$ cat config.mk
export PLATFORM = sky130hd
export DESIGN_NAME = sort_net_pipe_flat
export DESIGN_NICKNAME = d
export VERILOG_FILES = /design/src/rtl/sort_net_pipe_if.sv /design/src/rtl/sort_net_pipe.sv /design/src/flat_wrapper.sv
export SDC_FILE = /design/constraint.sdc
export NUM_CORES = 1
export LEC_CHECK = 0
export ABC_AREA = 0
export BUFFER_PORTS_ARGS = -buffer_cell sky130_fd_sc_hd__buf_2
export CORE_MARGIN = 2
export CORE_UTILIZATION = 60
export CTS_CLUSTER_SIZE = 28
export DETAILED_ROUTE_END_ITERATION = 16
export HOLD_SLACK_MARGIN = 0.05
export MAX_ROUTING_LAYER = met4
export PLACE_DENSITY = 0.87
export RECOVER_POWER = 100
export SETUP_SLACK_MARGIN = 0.1
export SLEW_MARGIN = 20
export SYNTH_ARGS = -nofsm -noshare
export SYNTH_HDL_FRONTEND = slang
export SYNTH_SLANG_ARGS = --single-unit
$ cat constraint.sdc
create_clock -name clk -period 5.1 [get_ports clk]
set_clock_uncertainty 0.1 [all_clocks]
set_input_delay 0.255 -clock clk [delete_from_list [all_inputs] [get_ports clk]]
set_output_delay 0.255 -clock clk [all_outputs]
set_load 0.01 [all_outputs]
$ cat src/rtl/sort_net_pipe_if.sv
// sort_net_pipe_if: stream bundle for the sort_net_pipe core.
//   in_valid / in_ready / in_desc / in_data  : input vector handshake
//   out_valid / out_ready / out_data         : sorted vector handshake
//   out_min / out_max / out_med              : order statistics of out_data
//   out_idx                                  : original index per output element
//                                              (only with SORT_NET_IDX_EN)
// Modports: master = the environment (source + sink), slave = the core.
// Build option: define SORT_NET_IDX_EN to carry index tags.
interface sort_net_pipe_if #(
    parameter int WIDTH = 8,
    parameter int N     = 4
);
    localparam int IDXW = $clog2(N);

    logic                 in_valid;
    logic                 in_ready;
    logic                 in_desc;
    logic [N*WIDTH-1:0]   in_data;
    logic                 out_valid;
    logic                 out_ready;
    logic [N*WIDTH-1:0]   out_data;
    logic [WIDTH-1:0]     out_min;
    logic [WIDTH-1:0]     out_max;
    logic [WIDTH-1:0]     out_med;
`ifdef SORT_NET_IDX_EN
    logic [N*IDXW-1:0]    out_idx;

    modport master (
        output in_valid, in_desc, in_data, out_ready,
        input  in_ready, out_valid, out_data, out_min, out_max, out_med, out_idx
    );
    modport slave (
        input  in_valid, in_desc, in_data, out_ready,
        output in_ready, out_valid, out_data, out_min, out_max, out_med, out_idx
    );
`else
    modport master (
        output in_valid, in_desc, in_data, out_ready,
        input  in_ready, out_valid, out_data, out_min, out_max, out_med
    );
    modport slave (
        input  in_valid, in_desc, in_data, out_ready,
        output in_ready, out_valid, out_data, out_min, out_max, out_med
    );
`endif
endinterface

$ cat src/rtl/sort_net_pipe.sv
// sort_net_pipe: fully pipelined odd-even transposition sorting network for
// N unsigned WIDTH-bit elements, ascending or descending per vector.
// Ports:
//   clk  - rising-edge clock
//   rst  - asynchronous active-low reset (clears control and data registers)
//   bus  - sort_net_pipe_if.slave: input vector handshake, sorted output
//          vector handshake plus min / max / lower median (and out_idx)
// Build option: SORT_NET_IDX_EN adds per-element index tags and out_idx.
// Pipeline: register 0 captures the accepted vector unsorted, registers
// 1..N each hold the result of one compare-swap stage, so a vector accepted
// at edge t is on the outputs after edge t+N.
module sort_net_pipe #(
    parameter int WIDTH = 8,
    parameter int N     = 4
) (
    input  logic           clk,
    input  logic           rst,
    sort_net_pipe_if.slave bus
);
    localparam int IDXW = $clog2(N);
    localparam int MED  = (N - 1) / 2;

    logic [WIDTH-1:0] dat_p   [N+1][N];
    logic             desc_p  [N+1];
    logic             vld_p   [N+1];
    logic [WIDTH-1:0] nxt_dat [N+1][N];
    logic             nxt_desc[N+1];
    logic             nxt_vld [N+1];
`ifdef SORT_NET_IDX_EN
    logic [IDXW-1:0]  idx_p   [N+1][N];
    logic [IDXW-1:0]  nxt_idx [N+1][N];
`endif
    logic             stall;

    // Strict comparison keeps equal values in place, which makes the sort stable.
    function automatic logic do_swap(input logic [WIDTH-1:0] lo,
                                     input logic [WIDTH-1:0] hi,
                                     input logic             desc);
        return desc ? (lo < hi) : (lo > hi);
    endfunction

    assign stall        = vld_p[N] & ~bus.out_ready;
    assign bus.in_ready = ~stall;

    always_comb begin
        // capture stage: raw vector, tags start as original positions
        for (int i = 0; i < N; i++) begin
            nxt_dat[0][i] = bus.in_data[i*WIDTH +: WIDTH];
`ifdef SORT_NET_IDX_EN
            nxt_idx[0][i] = IDXW'(i);
`endif
        end
        nxt_desc[0] = bus.in_desc;
        nxt_vld[0]  = bus.in_valid;

        // compare-swap stage s feeds register s+1; even s pairs (0,1),(2,3)..,
        // odd s pairs (1,2),(3,4)..; unpaired edge elements pass through
        for (int s = 0; s < N; s++) begin
            for (int i = 0; i < N; i++) begin
                nxt_dat[s+1][i] = dat_p[s][i];
`ifdef SORT_NET_IDX_EN
                nxt_idx[s+1][i] = idx_p[s][i];
`endif
            end
            nxt_desc[s+1] = desc_p[s];
            nxt_vld[s+1]  = vld_p[s];
            for (int i = s % 2; i + 1 < N; i += 2) begin
                if (do_swap(dat_p[s][i], dat_p[s][i+1], desc_p[s])) begin
                    nxt_dat[s+1][i]   = dat_p[s][i+1];
                    nxt_dat[s+1][i+1] = dat_p[s][i];
`ifdef SORT_NET_IDX_EN
                    nxt_idx[s+1][i]   = idx_p[s][i+1];
                    nxt_idx[s+1][i+1] = idx_p[s][i];
`endif
                end
            end
        end
    end

    // whole pipeline advances together or holds together
    always_ff @(posedge clk or negedge rst) begin
        if (!rst) begin
            for (int s = 0; s <= N; s++) begin
                for (int i = 0; i < N; i++) begin
                    dat_p[s][i] <= '0;
`ifdef SORT_NET_IDX_EN
                    idx_p[s][i] <= '0;
`endif
                end
                desc_p[s] <= 1'b0;
                vld_p[s]  <= 1'b0;
            end
        end else if (!stall) begin
            for (int s = 0; s <= N; s++) begin
                for (int i = 0; i < N; i++) begin
                    dat_p[s][i] <= nxt_dat[s][i];
`ifdef SORT_NET_IDX_EN
                    idx_p[s][i] <= nxt_idx[s][i];
`endif
                end
                desc_p[s] <= nxt_desc[s];
                vld_p[s]  <= nxt_vld[s];
            end
        end
    end

    // outputs: final register only; mode picks which end holds min and max
    always_comb begin
        bus.out_data = '0;
`ifdef SORT_NET_IDX_EN
        bus.out_idx  = '0;
`endif
        for (int i = 0; i < N; i++) begin
            bus.out_data[i*WIDTH +: WIDTH] = dat_p[N][i];
`ifdef SORT_NET_IDX_EN
            bus.out_idx[i*IDXW +: IDXW]    = idx_p[N][i];
`endif
        end
        bus.out_valid = vld_p[N];
        bus.out_min   = desc_p[N] ? dat_p[N][N-1]     : dat_p[N][0];
        bus.out_max   = desc_p[N] ? dat_p[N][0]       : dat_p[N][N-1];
        bus.out_med   = desc_p[N] ? dat_p[N][N-1-MED] : dat_p[N][MED];
    end
endmodule

$ cat src/flat_wrapper.sv
// flat-port wrapper written by rule: the top's interface ports become plain ports
module sort_net_pipe_flat 
#(
    parameter int WIDTH = 8,
    parameter int N     = 4
)
  (clk, rst, bus_in_valid, bus_in_desc, bus_in_data, bus_out_ready, bus_in_ready, bus_out_valid, bus_out_data, bus_out_min, bus_out_max, bus_out_med);
  sort_net_pipe_if #(.WIDTH(WIDTH), .N(N)) bus_i ();
  input  logic clk;
  input  logic rst;
  input wire logic [$bits(bus_i.in_valid)-1:0] bus_in_valid;
  input wire logic [$bits(bus_i.in_desc)-1:0] bus_in_desc;
  input wire logic [$bits(bus_i.in_data)-1:0] bus_in_data;
  input wire logic [$bits(bus_i.out_ready)-1:0] bus_out_ready;
  output wire logic [$bits(bus_i.in_ready)-1:0] bus_in_ready;
  output wire logic [$bits(bus_i.out_valid)-1:0] bus_out_valid;
  output wire logic [$bits(bus_i.out_data)-1:0] bus_out_data;
  output wire logic [$bits(bus_i.out_min)-1:0] bus_out_min;
  output wire logic [$bits(bus_i.out_max)-1:0] bus_out_max;
  output wire logic [$bits(bus_i.out_med)-1:0] bus_out_med;
  assign bus_i.in_valid = bus_in_valid;
  assign bus_i.in_desc = bus_in_desc;
  assign bus_i.in_data = bus_in_data;
  assign bus_i.out_ready = bus_out_ready;
  assign bus_in_ready = bus_i.in_ready;
  assign bus_out_valid = bus_i.out_valid;
  assign bus_out_data = bus_i.out_data;
  assign bus_out_min = bus_i.out_min;
  assign bus_out_max = bus_i.out_max;
  assign bus_out_med = bus_i.out_med;
  sort_net_pipe #(.WIDTH(WIDTH), .N(N)) u_core (.clk(clk), .rst(rst), .bus(bus_i));
endmodule
==> results of run 1 <==
[power by group through the flow]
stage	sequential, W	combinational, W	clock (W)
2_1_floorplan	0.00233	0.00342	0
3_3_place_gp	0.00252	0.00387	0
3_5_place_dp	0.00256	0.00405	0
4_1_cts	0.00254	0.00412	0.00126
5_1_grt	0.00263	0.00455	0.00132
6_report	0.00257	0.00408	0.00126
[worst min-delay path by stage]
| stage | startpoint | end | slack, ns | depth (start not counted) |
|---|---|---|---|---|
| 2_1_floorplan | rst | u_core.bus.out_data[0] | -0.14 | 0 |
| 3_3_place_gp | u_core.nxt_vld[1] | u_core.nxt_vld[1] | 0.35 | 2 |
| 3_5_place_dp | u_core.nxt_vld[0] | u_core.bus.out_valid | 0.35 | 1 |
| 4_1_cts | bus_out_ready | u_core.dat_p[65] | 0.23 | 4 |
| 5_1_grt | u_core.nxt_vld[0] | u_core.bus.out_valid | 0.41 | 1 |
| 6_report | u_core.nxt_vld[3] | u_core.nxt_vld[3] | 0.38 | 2 |
[registers in the layout, indices dropped and copies added (netlist names)]
signal                count
u_core.bus.out_valid      1
u_core.desc_p             5
u_core.dat_p            128
u_core.bus.out_data      32
u_core.nxt_vld            4
[worst max-delay path: stages, from the launching register on]
cell and delay (ns):
sky130_fd_sc_hd__dfrtp_1 0.34, sky130_fd_sc_hd__nor2b_1 0.19, sky130_fd_sc_hd__buf_4 0.57, sky130_fd_sc_hd__clkbuf_2 1.65, sky130_fd_sc_hd__nor2_1 0.18, sky130_fd_sc_hd__a21oi_1 0.22, sky130_fd_sc_hd__mux2i_1 0.12
[Yosys cell counts]
cell type                    n  area, um^2
sky130_fd_sc_hd__a311oi_1    2        17.5
sky130_fd_sc_hd__a311o_1     2        20.0
sky130_fd_sc_hd__nor3_1      1        5.00
sky130_fd_sc_hd__nand2b_1    1        6.26
sky130_fd_sc_hd__and2_1     48         300
sky130_fd_sc_hd__a221oi_2    2        30.0
sky130_fd_sc_hd__a211oi_1   10        75.1
sky130_fd_sc_hd__mux2_2     24         270
sky130_fd_sc_hd__a211o_1     4        35.0
sky130_fd_sc_hd__buf_2      14        70.1
sky130_fd_sc_hd__nor2b_1     7        43.8
sky130_fd_sc_hd__buf_6       2        22.5
sky130_fd_sc_hd__o211a_1     4        40.0
sky130_fd_sc_hd__nand4_1    12        75.1
sky130_fd_sc_hd__buf_4      34         255
sky130_fd_sc_hd__inv_1      51         191
sky130_fd_sc_hd__buf_1      10        37.5
sky130_fd_sc_hd__o211ai_1    6        45.0
sky130_fd_sc_hd__clkbuf_1   34         128
sky130_fd_sc_hd__a21oi_1   206        1030
sky130_fd_sc_hd__and3_4      2        22.5
sky130_fd_sc_hd__nand3_1     2        10.0
sky130_fd_sc_hd__mux2i_1    96         961
sky130_fd_sc_hd__nor2_1     54         203
sky130_fd_sc_hd__a21o_1      8        60.1
sky130_fd_sc_hd__dfrtp_1   170        4250
sky130_fd_sc_hd__ha_1       48         601
sky130_fd_sc_hd__o21ai_0    33         165
sky130_fd_sc_hd__nand2_1   171         642
sky130_fd_sc_hd__clkinv_1    1        3.75
[area by class of cell]
type / instances / area (um^2)
inverters: 52 / 196
fillers: 1222 / 5000
clock buffers: 23 / 468
well taps: 216 / 270
clock inverters: 8 / 95.1
flip-flops and latches: 170 / 4250
repair buffers: 138 / 815
multi-input cells: 743 / 4670
[cell families after synthesis]
| kind of cell | after synthesis | synth area share, % |
|---|---|---|
| AOI/OAI and AO/OA | 277 | 15.8 |
| and+or+nand+nor | 298 | 13.6 |
| buffers and inverters | 146 | 7.36 |
| DFF | 170 | 44.2 |
| muxes | 120 | 12.8 |
| adders and majority gates | 48 | 6.24 |
[per-layer routing]
metal  share of wire, %  vias to the layer above  global-route usage, %
li1                   -                     3721                      -
met1                 43                     3768                   34.6
met2                 49                      221                   43.6
met3                4.7                       43                   4.85
met4                3.1                        0                   10.3
met5                  0                        -                      -
[per-stage QoR]
step	instance area, um^2	worst slack (ns)	power [W]	util (%)	hold WS (ns)
2_1_floorplan	9620	3.03	0.00575	-	-0.141
3_3_place_gp	9940	2.40	0.00639	63.1	0.350
3_5_place_dp	9940	2.33	0.00661	63.1	0.350
4_1_cts	10900	2.32	0.00792	68.8	0.231
5_1_grt	10800	1.08	0.00850	68.3	0.406
6_report	10800	1.50	0.00791	68.3	0.381
[what timing repair did]
action	in CTS	in global routing
hold buffers	35	0
endpoints found under the hold margin	157	0
endpoints found under the setup margin	0	0
buffers inserted	0	0
==> impl_metrics.tcl, run 1 <==
set metrics [dict create \
    detail_route.first_pass.iterations 5 \
    irDropWorstVdd_uv 353 \
    tritoncts "yes" \
    chipHeight_um 131 \
    starting_drt_drc_count 635 \
    most_frequent_standard_cell_in_the_layout_excluding_fill_and_tap_cells "sky130_fd_sc_hd__a21oi_1" \
    cts_inserted_buffers 17 \
    placed_cells_incl_taps 1284 \
    setup.worst_path.end "u_core.dat_p[35]" \
    fmax_mhz 278 \
    drt-vias-per-instance 5.74 \
    p_int_w 0.00448 \
    p_sw_w 0.00343 \
    detailed_place_hpwl_um 14000 \
    design.portCount 95 \
    weighted_congestion_reported_at_the_end_of_routability_driven_placement 0.877 \
    timing.final.setup_violations 0 \
    drv_cap 3 \
    grt_antenna_before_repair 0 \
    wirelength_um 21800 \
    tightest_slew_ns 2.95 \
    layout_common_cells "sky130_fd_sc_hd__a21oi_1 (206), sky130_fd_sc_hd__nand2_1 (171), sky130_fd_sc_hd__dfrtp_1 (170), sky130_fd_sc_hd__mux2i_1 (96), sky130_fd_sc_hd__clkbuf_1 (62)" \
    areaGrowthSynthToFinish_pct 11.9 \
    worstReg2RegStart "u_core.bus.out_valid" \
    wl_per_cell_um 16.2 \
    chipWidth_um 131 \
    number_of_global_route_vias_before_repair 7431 \
    worst-endpoint-arrival_ns 3.77 \
    hold_class "reg2reg" \
    reg2reg_setup_slack_ns 1.50 \
    synth.yosys.seq_area_share_pct 44.2 \
    synthesis.instances 1059 \
    tritoncts_num_sinks 170 \
    worst-endpoint-required_ns 5.27 \
    rsz0062_at_grt "false" \
    wire_length_of_the_first_global_routing_pass_um 35400 \
    worst_skew_pair.late_latency_ns 0.43 \
    worst_setup_path_class "reg2reg" \
    antenna_left 0 \
    worst_r2r_endpoint "u_core.dat_p[35]" \
    start_util_pct 61.0 \
    worst_slew_margin_relative_to_its_limit_pct -97.0 \
    endpoint_kind "register" \
    critPathLaunchType "register" \
    reg2regPathDepth 6 \
    final_nets 1207 \
    cts-root-buf "sky130_fd_sc_hd__clkbuf_16" \
    cellLeakagePower_nw 5.22 \
    gr-total-overflow 0 \
    clk_path_buf_depth 2 \
    largest_net_degree_at_the_start_of_global_routing 127 \
    drive_gt1_share_pct 9.08 \
    run_status "finished with violations" \
    groute.usage.overall_pct 27.1 \
    critical_path.max_fanout 126 \
    cts.repair.resized 0 \
    comb_power_share_pct 51.6 \
    dieArea_um2 17100 \
    power_frac_seq_pct 32.5 \
    htree_num_levels 4 \
    final_cells 1350 \
    fp.coreArea_um2 15800 \
    final-max-slew-violation-count 344 \
    fin_crit_ns 3.60 \
    yosysWarningCount 0 \
    yosysUniqueCellTypes 30 \
    synth.avg_cell_area_um2 9.08 \
    critPathLaunch "u_core.bus.out_valid" \
    switching_share_pct 43.3 \
    final_hold_viol_count 0 \
    numPortBuffers 94 \
    clock_share_of_power_pct 15.9 \
    drt_drc_violations_left 0 \
    power_per_cell_area_nw_per_um2 735 \
    synth_nets 1144 \
    rows 46 \
    finalCritPeriodShare_pct 70.7 \
    antenna_cells_inserted 0 \
    violations_in_the_final_reports "capacitance limit, slew limit" \
    syn_area_um2 9620 \
    routed-via-count 7753 \
    synth_seq_cells 170 \
    clkTransAtPathRegs_ns 0.06 \
    setup_tns_ns 0 \
]
Power figures use the tool's default switching activity.
==> run 2: changes to the inputs <==
clock period = 3.4 ns   (was 5.1 ns; I/O delays follow)
==> run 2 against run 1 <==
Net effect:
- the flow still finishes with violations (capacitance limit, slew limit)
- total power increased by 52%
- sequential power grew 49%
- final cell count grew 0.15%
- die area unchanged
- fmax increased by 23%
- worst setup slack worse by 1.0 ns
- clock-buffer cell count did not move
- utilization rose by 0.41 points
- clock power increased by 58%
- critical path depth shrank 1
- combinational power grew 53%
- critical path type unchanged
- critical endpoint is now u_core.dat_p[37]
- largest cell class unchanged
- largest power group unchanged
==> impl_metrics.tcl, run 2 (same netlist as run 1, synthesis figures left out) <==
set metrics [dict create \
    run_status "finished with violations" \
    violations_in_the_final_reports "capacitance limit, slew limit" \
    drt-vias-per-instance 5.80 \
    areaGrowthSynthToFinish_pct 12.6 \
    fin_crit_ns 2.93 \
    cts-root-buf "sky130_fd_sc_hd__clkbuf_16" \
    finalCritPeriodShare_pct 86.3 \
    reg2regPathDepth 5 \
    power_per_cell_area_nw_per_um2 1110 \
    start_util_pct 61.0 \
    fill_cells 1172 \
    post_cts_buffers 0 \
    max_flop_register "u_core.dat_p" \
    cts.repair.resized 0 \
    setup_tns_ns 0 \
    crit_chain "nor2b_1 -> buf_6 -> nor2_1 -> a21oi_1 -> mux2i_1" \
    antenna_cells_inserted 0 \
    tightest_slew_ns 1.89 \
    number_of_global_route_vias_before_repair 7515 \
    htree_num_levels 4 \
    largest_net_degree_at_the_start_of_global_routing 292 \
    worst_skew_pair.late_latency_ns 0.43 \
    drv_cap 2 \
    worst_r2r_endpoint "u_core.dat_p[37]" \
    tritoncts_num_sinks 170 \
    wl_per_cell_um 16.6 \
    post-place-ws_ns 0.830 \
    hold_class "in2reg" \
    worstReg2RegStart "u_core.bus.out_valid" \
    critical_path_buf_inv_count 1 \
    antenna_left 0 \
    final_nets 1209 \
    chipWidth_um 131 \
    tritoncts "yes" \
    clkTransAtPathRegs_ns 0.06 \
    groute.usage.overall_pct 27.8 \
    worst_slew_margin_relative_to_its_limit_pct -25.8 \
    gr-total-overflow 0 \
    cell_with_the_largest_stage_delay_on_the_worst_path "sky130_fd_sc_hd__buf_6" \
    timing.final.setup_violations 0 \
    max_stage_delay_ns 1.34 \
    worst_setup_path_class "reg2reg" \
    drive_gt1_share_pct 9.33 \
    timing.hold.worst.start "bus_in_data[4]" \
    worst_hold_path.num_cells 4 \
    most_frequent_standard_cell_in_the_layout_excluding_fill_and_tap_cells "sky130_fd_sc_hd__a21oi_1" \
    clk_path_buf_depth 2 \
    worst-endpoint-arrival_ns 3.11 \
    endpoint_kind "register" \
    fp.coreArea_um2 15800 \
    grt_antenna_before_repair 0 \
    drt_drc_violations_left 0 \
    final_hold_viol_count 0 \
    wirelength_um 22500 \
    design.portCount 95 \
    rsz0062_at_grt "false" \
    irDropWorstVdd_uv 624 \
    cellLeakagePower_nw 5.26 \
    crit_family "buffers and inverters" \
    cts_inserted_buffers 17 \
    numPortBuffers 94 \
    chipHeight_um 131 \
    critical_path.max_fanout 291 \
    fmax_mhz 341 \
    weighted_congestion_reported_at_the_end_of_routability_driven_placement 0.891 \
    largest_reg_flops 128 \
    worst-endpoint-required_ns 3.58 \
    routed-via-count 7845 \
    layout_common_cells "sky130_fd_sc_hd__a21oi_1 (206), sky130_fd_sc_hd__nand2_1 (171), sky130_fd_sc_hd__dfrtp_1 (170), sky130_fd_sc_hd__mux2i_1 (96), sky130_fd_sc_hd__clkbuf_1 (61)" \
    dieArea_um2 17100 \
    wire_length_of_the_first_global_routing_pass_um 36300 \
    fin_ws_ns 0.466 \
    final-max-slew-violation-count 364 \
    detailed_place_hpwl_um 14400 \
    critPathLaunch "u_core.bus.out_valid" \
    detail_route.first_pass.iterations 5 \
    rows 46 \
    worstHoldEndpoint "u_core.dat_p[156]" \
    reg2reg_setup_slack_ns 0.47 \
    starting_drt_drc_count 740 \
    critPathLaunchType "register" \
]
[run 2: worst register-to-register path, cell delays in order (launching register included)]
cell	delay, ns
sky130_fd_sc_hd__dfrtp_1	0.34
sky130_fd_sc_hd__nor2b_1	0.24
sky130_fd_sc_hd__buf_6	1.34
sky130_fd_sc_hd__nor2_1	0.42
sky130_fd_sc_hd__a21oi_1	0.22
sky130_fd_sc_hd__mux2i_1	0.13
[run 2: worst max path at each step]
stage | to | cells after the start
5_1_grt | u_core.dat_p[51] | 5
3_5_place_dp | u_core.dat_p[39] | 7
4_1_cts | bus_in_ready | 5
3_3_place_gp | u_core.dat_p[36] | 7
2_1_floorplan | u_core.bus.out_data[14] | 8
6_report | u_core.dat_p[37] | 5
[run 2: layer usage]
| layer | wire, um | vias to the layer above | track usage [%] |
|---|---|---|---|
| li1 | - | 3727 | - |
| met1 | 9760 | 3769 | 35.2 |
| met2 | 10900 | 293 | 44.8 |
| met3 | 1210 | 56 | 5.21 |
| met4 | 607 | 0 | 10.5 |
| met5 | 0 | - | - |
[run 2: repair_timing]
action | in CTS | in global routing
endpoints found under the setup margin | 0 | 0
hold buffers | 35 | 0
endpoints found under the hold margin | 105 | 0
[run 2: final cells by class]
type	count	area, um^2	share of cell area [%]
Tap cell	216	270	2.49
Sequential cell	170	4250	39.3
Inverter	52	196	1.81
Clock buffer	23	478	4.41
Clock inverter	8	118	1.09
Multi-Input combinational cell	743	4670	43.1
Timing Repair Buffer	140	847	7.82
[run 2: report_power, final]
group          total [W]  switching, W  leakage (nW)  internal [W]
Clock            0.00199      0.000783         0.293       0.00120
Combinational    0.00623       0.00356          2.88       0.00268
Sequential       0.00383      0.000862          2.09       0.00297
[run 2: per-stage QoR]
stage	util, %	power (W)	cells	hold slack, ns	instance area, um^2
finish	68.7	0.0121	1352	0.363	10800
global route	68.7	0.0129	1352	0.379	10800
CTS	69.3	0.0121	1352	0.253	10900
detailed placement	63.3	0.0100	1286	0.128	9980
global placement	63.3	0.00966	1286	0.115	9980
floorplan	-	0.00863	1059	-0.226	9620
